File: src/rtl/hour_counter_ampm_if.sv
// Control/display bundle between the hour counter and its set buttons,
// minute stage, calendar stage and display mux.
interface hour_counter_ampm_if;
  logic       inc;
  logic       adj_up;
  logic       adj_dn;
  logic       load;
  logic [3:0] load_tens;
  logic [3:0] load_units;
  logic       load_am;
  logic       mode_24h;
  logic [3:0] hour_tens;
  logic [3:0] hour_units;
  logic       am;
  logic       day_carry;
  logic       noon;
  logic       load_err;

  modport master (
    output inc, adj_up, adj_dn, load, load_tens, load_units, load_am, mode_24h,
    input  hour_tens, hour_units, am, day_carry, noon, load_err
  );

  modport slave (
    input  inc, adj_up, adj_dn, load, load_tens, load_units, load_am, mode_24h,
    output hour_tens, hour_units, am, day_carry, noon, load_err
  );
endinterface

File: src/rtl/hour_counter_ampm.sv
// Binary 0..23 hour register with BCD 12h/24h display decode, AM flag,
// prioritised load/adjust/increment and registered one-cycle event pulses.
module hour_counter_ampm #(
  parameter int RESET_HOUR = 0,
  parameter bit ADJ_WRAP   = 1'b1
) (
  input logic                 clk,
  input logic                 rst,
  hour_counter_ampm_if.slave  bus
);

  localparam logic [4:0] RST_H = 5'(RESET_HOUR);

  logic [4:0] h24, h24_nxt;
  logic       day_carry_q, noon_q, load_err_q;
  logic       day_carry_nxt, noon_nxt, load_err_nxt;

  logic [7:0] ld_v;
  logic       ld_ok;
  logic [4:0] ld_h;

  // Load value decode; 12h AM/PM folds into the 0..23 range here.
  always_comb begin
    ld_v  = 8'(bus.load_tens) * 8'd10 + 8'(bus.load_units);
    ld_ok = 1'b0;
    ld_h  = 5'(ld_v);
    if (bus.load_units <= 4'd9 && bus.load_tens <= 4'd2) begin
      if (bus.mode_24h) begin
        ld_ok = (ld_v <= 8'd23);
      end else begin
        ld_ok = (ld_v >= 8'd1) && (ld_v <= 8'd12);
        if (bus.load_am) ld_h = (ld_v == 8'd12) ? 5'd0 : 5'(ld_v);
        else             ld_h = (ld_v == 8'd12) ? 5'd12 : 5'(ld_v) + 5'd12;
      end
    end
  end

  // Exactly one action per edge: load > adj_up > adj_dn > inc.
  always_comb begin
    h24_nxt       = h24;
    day_carry_nxt = 1'b0;
    noon_nxt      = 1'b0;
    load_err_nxt  = 1'b0;
    if (bus.load) begin
      if (ld_ok) h24_nxt = ld_h;
      else       load_err_nxt = 1'b1;
    end else if (bus.adj_up) begin
      if (h24 == 5'd23) h24_nxt = ADJ_WRAP ? 5'd0 : 5'd23;
      else              h24_nxt = h24 + 5'd1;
    end else if (bus.adj_dn) begin
      if (h24 == 5'd0) h24_nxt = ADJ_WRAP ? 5'd23 : 5'd0;
      else             h24_nxt = h24 - 5'd1;
    end else if (bus.inc) begin
      if (h24 == 5'd23) begin
        h24_nxt       = 5'd0;
        day_carry_nxt = 1'b1;
      end else begin
        h24_nxt  = h24 + 5'd1;
        noon_nxt = (h24 == 5'd11);
      end
    end
  end

  always_ff @(posedge clk or posedge rst) begin
    if (rst) begin
      h24         <= RST_H;
      day_carry_q <= 1'b0;
      noon_q      <= 1'b0;
      load_err_q  <= 1'b0;
    end else begin
      h24         <= h24_nxt;
      day_carry_q <= day_carry_nxt;
      noon_q      <= noon_nxt;
      load_err_q  <= load_err_nxt;
    end
  end

  logic [4:0] disp;
  logic [3:0] tens, units;

  // 12h shows 12 for hours 0 and 12, otherwise folds 13..23 down to 1..11.
  always_comb begin
    disp = h24;
    if (!bus.mode_24h) begin
      if (h24 == 5'd0)      disp = 5'd12;
      else if (h24 > 5'd12) disp = h24 - 5'd12;
    end
    if (disp >= 5'd20) begin
      tens  = 4'd2;
      units = 4'(disp - 5'd20);
    end else if (disp >= 5'd10) begin
      tens  = 4'd1;
      units = 4'(disp - 5'd10);
    end else begin
      tens  = 4'd0;
      units = 4'(disp);
    end
  end

  assign bus.hour_tens  = tens;
  assign bus.hour_units = units;
  assign bus.am         = (h24 < 5'd12);
  assign bus.day_carry  = day_carry_q;
  assign bus.noon       = noon_q;
  assign bus.load_err   = load_err_q;

endmodule

File: src/flat_wrapper.sv
// flat-port wrapper written by rule: the top's interface ports become plain ports
module hour_counter_ampm_flat 
#(
  parameter int RESET_HOUR = 0,
  parameter bit ADJ_WRAP   = 1'b1
)
  (clk, rst, bus_inc, bus_adj_up, bus_adj_dn, bus_load, bus_load_tens, bus_load_units, bus_load_am, bus_mode_24h, bus_hour_tens, bus_hour_units, bus_am, bus_day_carry, bus_noon, bus_load_err);
  hour_counter_ampm_if bus_i ();
  input logic clk;
  input logic rst;
  input wire logic [$bits(bus_i.inc)-1:0] bus_inc;
  input wire logic [$bits(bus_i.adj_up)-1:0] bus_adj_up;
  input wire logic [$bits(bus_i.adj_dn)-1:0] bus_adj_dn;
  input wire logic [$bits(bus_i.load)-1:0] bus_load;
  input wire logic [$bits(bus_i.load_tens)-1:0] bus_load_tens;
  input wire logic [$bits(bus_i.load_units)-1:0] bus_load_units;
  input wire logic [$bits(bus_i.load_am)-1:0] bus_load_am;
  input wire logic [$bits(bus_i.mode_24h)-1:0] bus_mode_24h;
  output wire logic [$bits(bus_i.hour_tens)-1:0] bus_hour_tens;
  output wire logic [$bits(bus_i.hour_units)-1:0] bus_hour_units;
  output wire logic [$bits(bus_i.am)-1:0] bus_am;
  output wire logic [$bits(bus_i.day_carry)-1:0] bus_day_carry;
  output wire logic [$bits(bus_i.noon)-1:0] bus_noon;
  output wire logic [$bits(bus_i.load_err)-1:0] bus_load_err;
  assign bus_i.inc = bus_inc;
  assign bus_i.adj_up = bus_adj_up;
  assign bus_i.adj_dn = bus_adj_dn;
  assign bus_i.load = bus_load;
  assign bus_i.load_tens = bus_load_tens;
  assign bus_i.load_units = bus_load_units;
  assign bus_i.load_am = bus_load_am;
  assign bus_i.mode_24h = bus_mode_24h;
  assign bus_hour_tens = bus_i.hour_tens;
  assign bus_hour_units = bus_i.hour_units;
  assign bus_am = bus_i.am;
  assign bus_day_carry = bus_i.day_carry;
  assign bus_noon = bus_i.noon;
  assign bus_load_err = bus_i.load_err;
  hour_counter_ampm #(.RESET_HOUR(RESET_HOUR), .ADJ_WRAP(ADJ_WRAP)) u_core (.clk(clk), .rst(rst), .bus(bus_i));
endmodule
File: config.mk
export PLATFORM = sky130hd
export DESIGN_NAME = hour_counter_ampm_flat
export DESIGN_NICKNAME = d
export VERILOG_FILES = /design/src/rtl/hour_counter_ampm_if.sv /design/src/rtl/hour_counter_ampm.sv /design/src/flat_wrapper.sv
export SDC_FILE = /design/constraint.sdc
export NUM_CORES = 1
export LEC_CHECK = 0
export CORE_UTILIZATION = 45
export CTS_BUF_LIST = sky130_fd_sc_hd__clkbuf_4 sky130_fd_sc_hd__clkbuf_8 sky130_fd_sc_hd__clkbuf_16
export CTS_CLUSTER_SIZE = 30
export DETAILED_ROUTE_END_ITERATION = 6
export PLACE_DENSITY = 0.82
export SLEW_MARGIN = 15
export SYNTH_ARGS = -nofsm -noshare
export SYNTH_HDL_FRONTEND = slang
export SYNTH_SLANG_ARGS = --single-unit
export TNS_END_PERCENT = 50
File: constraint.sdc
create_clock -name clk -period 6.15 [get_ports clk]
set_input_delay 1.845 -clock clk [delete_from_list [all_inputs] [get_ports clk]]
set_output_delay 1.845 -clock clk [all_outputs]
set_load 0.03 [all_outputs]
==> flow_metrics.tcl <==
set metrics [dict create \
    status "complete, no violations" \
    ant_nets 0 \
    clock-root-buffer "clkbuf_4" \
    slowest_delay_ps 500 \
    cts_buffers 3 \
    rsz0062_at_grt "no" \
    crit_chain "clkdlybuf4s50_1 -> or3_1 -> o311ai_0 -> buf_4 -> ha_1 -> nor2b_1 -> o31a_1 -> buf_4 -> mux2_2 -> a21o_1 -> buf_4" \
    crit_required_ps 4300 \
    cp.arrival_ps 4120 \
    yosys_warnings 0 \
    leakage_nw 0.7681 \
    synth.mux.area_fraction_pct 0.7923 \
    cap_violations 0 \
    synthAdderAreaFrac_pct 21.30 \
    synthXorXnorAreaFrac_pct 3.081 \
    rows 20 \
    grt_overflow_total 0 \
    wl_per_cell_um 12.96 \
    fp.dieH_um 58.20 \
    via_per_inst 5.791 \
    place.gp.congestion 0.8309 \
    avgSynthCellArea_sq_um 7.642 \
    endpoint_kind "output port" \
    yosysTopAreaCell "ha_1" \
    pwr-share-clk_pct 5.8 \
    antenna_found_initial 0 \
    dp.cells 255 \
    instances_no_fill 258 \
    r2r_cells 8 \
    ys.flop_type "dfrtp_1" \
    start_util_pct 46.94 \
    synth_edf_count 0 \
    layout-drive-gt1-share_pct 9.346 \
    synth_area_sq_um 1421 \
    place_ws_ps -83.88 \
    port_buffers 25 \
    diodes 0 \
    drcViolationCount 0 \
    coreArea_sq_um 3028 \
    layout_setup_ws_ps 184.5 \
    slew_headroom_pct 65.61 \
    crit_top_cell "buf_4" \
    synth_top_family_by_area "compound AO/OA/AOI/OAI gates" \
    vias 1494 \
    worstMarginPinSlew_ps 514.2 \
    fin_skew_ps 1.318 \
    first_pass_iters 4 \
    insertion_delay_ps 250 \
    hold_depth 2 \
    min_period_ps 5965 \
    synth_cell_types 54 \
    drt_iter0_drc 59 \
    sequentialPowerShare_pct 15.9 \
    p_per_area_nw_per_um2 379.9 \
    finalCritPeriodShare_pct 97.00 \
    slowest_stage "clkdlybuf4s50_1" \
    synthTopCellsByArea "ha_1 (18%), dfrtp_1 (14%), a21oi_1 (4.9%)" \
    synth-seq-cells 8 \
    synth_compound_area_share_pct 30.55 \
    fmax_ghz 0.1676 \
    p_sw_share_pct 52.86 \
    critPathKind "in2out" \
    synthArstFlopShare_pct 100.0 \
    area_delta_synth_final_pct 23.15 \
    hold_class "reg2reg" \
    setup_violations 0 \
    grt_pass1_vias 1352 \
    nFillCells 301 \
    grt_pass1_wl_um 5644 \
    clock-sinks 8 \
    worst_setup_path_start_kind "primary input" \
    num-nets-final 255 \
    yosysTopAreaCellShare_pct 18.49 \
    synthSimpleGateAreaFrac_pct 23.42 \
    holdWs_ps 657.6 \
    clk_path_buf_depth 2 \
    boundaryPins 28 \
    switchingPower_w 0.0003515 \
    dieArea_sq_um 3387 \
    finalWirelength_um 3343 \
    drv_slew 0 \
    ctsHtreeMaxLevel 1 \
    grt_max_degree 16 \
    ir_worst_vdd_uv 219.3 \
    syn_inst 186 \
    p_int_w 0.0003135 \
    hold_viol 0 \
    hpwl_um 2647 \
    worst-path-max-fanout 5 \
    grtUsageTotal_pct 20.83 \
    cts.clk_slew.worst_paths_ps 50 \
    cts_tree "yes" \
    combPwrFrac_pct 78.3 \
    seq_area_frac_synth_pct 14.08 \
    chipWidth_um 58.20 \
    post_cts_buffers 0 \
]
==> power by group through the flow <==
stage	Sequential [W]	Combinational [W]	Clock, W
final	0.000106	0.000521	0.0000384
after global routing	0.000109	0.000570	0.0000434
after CTS	0.000105	0.000522	0.0000394
after detailed placement	0.000105	0.000518	0
after global placement	0.000106	0.000510	0
after floorplan	0.0000801	0.000376	0
==> layer usage <==
metal,share of wire [%],routed length [um],vias up,global-route usage [%]
met4,0.33,11,0,3.741
met3,3.8,126,2,3.571
met5,0,0,-,0
li1,-,-,748,-
met1,46,1535,704,25.58
met2,50,1670,40,38.26
==> cell usage after synthesis, types with 2 or more instances <==
cell type,n
o21ai_1,2
a221oi_1,2
o21a_1,3
ha_1,21
o21ai_0,11
nor4_1,2
inv_1,12
nand2_1,15
nand2b_1,2
a31oi_1,5
a211o_1,2
fa_1,2
a21oi_1,14
or3_1,4
nor2b_1,3
and3_1,2
nor3_1,9
buf_2,2
dfrtp_1,8
nor3b_1,2
a21o_1,3
buf_4,2
clkbuf_1,3
a211oi_2,2
nor2_1,14
nand3_1,5
xnor2_1,3
nand4_1,3
xor2_1,2
o2111ai_1,2
==> logic make-up after synthesis <==
group	Yosys count
AO/OA/AOI/OAI	62
XOR/XNOR	5
adder cells (fa/ha/maj)	23
buffers and inverters	20
flip-flops	8
multiplexers	1
other	1
AND/OR/NAND/NOR	66
==> worst paths after layout <==
kind,end,slack [ps],startpoint
min in group asynchronous,u_core.bus.noon,1840,rst
worst min-delay path,u_core.h24[1],660,u_core.h24[1]
worst max-delay path,bus_hour_units[2],180,bus_mode_24h
max in group asynchronous,u_core.h24[4],4080,rst
worst min register to register,u_core.h24[1],660,u_core.h24[1]
worst max register to register,u_core.h24[3],4030,u_core.h24[2]
==> critical path: cells and delay by family <==
kind	cells	cell delay (ps)
AOI/OAI and AO/OA	3	580
and+or+nand+nor	2	250
muxes	1	250
buffers and inverters	4	1010
adders and majority gates	1	170
==> area by class of cell <==
type	count	area [sq um]	share of cell area, %
Sequential cell	8	200.2	11.44
Clock buffer	3	22.52	1.287
Timing Repair Buffer	32	295.3	16.87
Inverter	12	45.04	2.573
Tap cell	44	55.05	3.145
Multi-Input combinational cell	159	1132	64.69
==> sequential cells by signal (all words and copies together) (netlist names) <==
signal,cells
u_core.h24,5
u_core.bus.day_carry,1
u_core.bus.load_err,1
u_core.bus.noon,1
==> cells in the final DEF (no fill, tap or decap), drive strengths merged, types with 2 or more instances in the layout <==
cell	n
nand2	15
or3	4
inv	12
a21o	3
and3	2
xnor2	3
nor2	14
ha	21
clkbuf	3
clkdlybuf4s50	20
nand4	3
nor3b	2
nand2b	2
o211ai	2
xor2	2
nor2b	3
a221oi	2
a211o	2
a211oi	3
o21a	3
fa	2
nor4	2
a21oi	14
nand3	5
nor3	9
dfrtp	8
o311ai	2
buf	11
conb	2
a31oi	5
o2111ai	2
o21ai	13
==> timing repair <==
item | CTS | global route
hold endpoints to repair | 0 | 0
gates resized for setup | 1 | 1
hold buffers | 0 | 0
setup endpoints to repair | 1 | 1
==> stage by stage <==
step | power (W) | setup TNS [ps] | cell area [sq um] | util, %
final | 0.0006651 | 0 | 1750 | 57.81
after floorplan | 0.0004558 | 0 | 1425 | -
after detailed placement | 0.0006237 | -83.88 | 1725 | 56.98
after global placement | 0.0006164 | -2.336 | 1725 | 56.98
after global routing | 0.0007228 | 0 | 1750 | 57.81
after CTS | 0.0006661 | 0 | 1748 | 57.73
No activity file was read; power rests on OpenSTA's default activity.
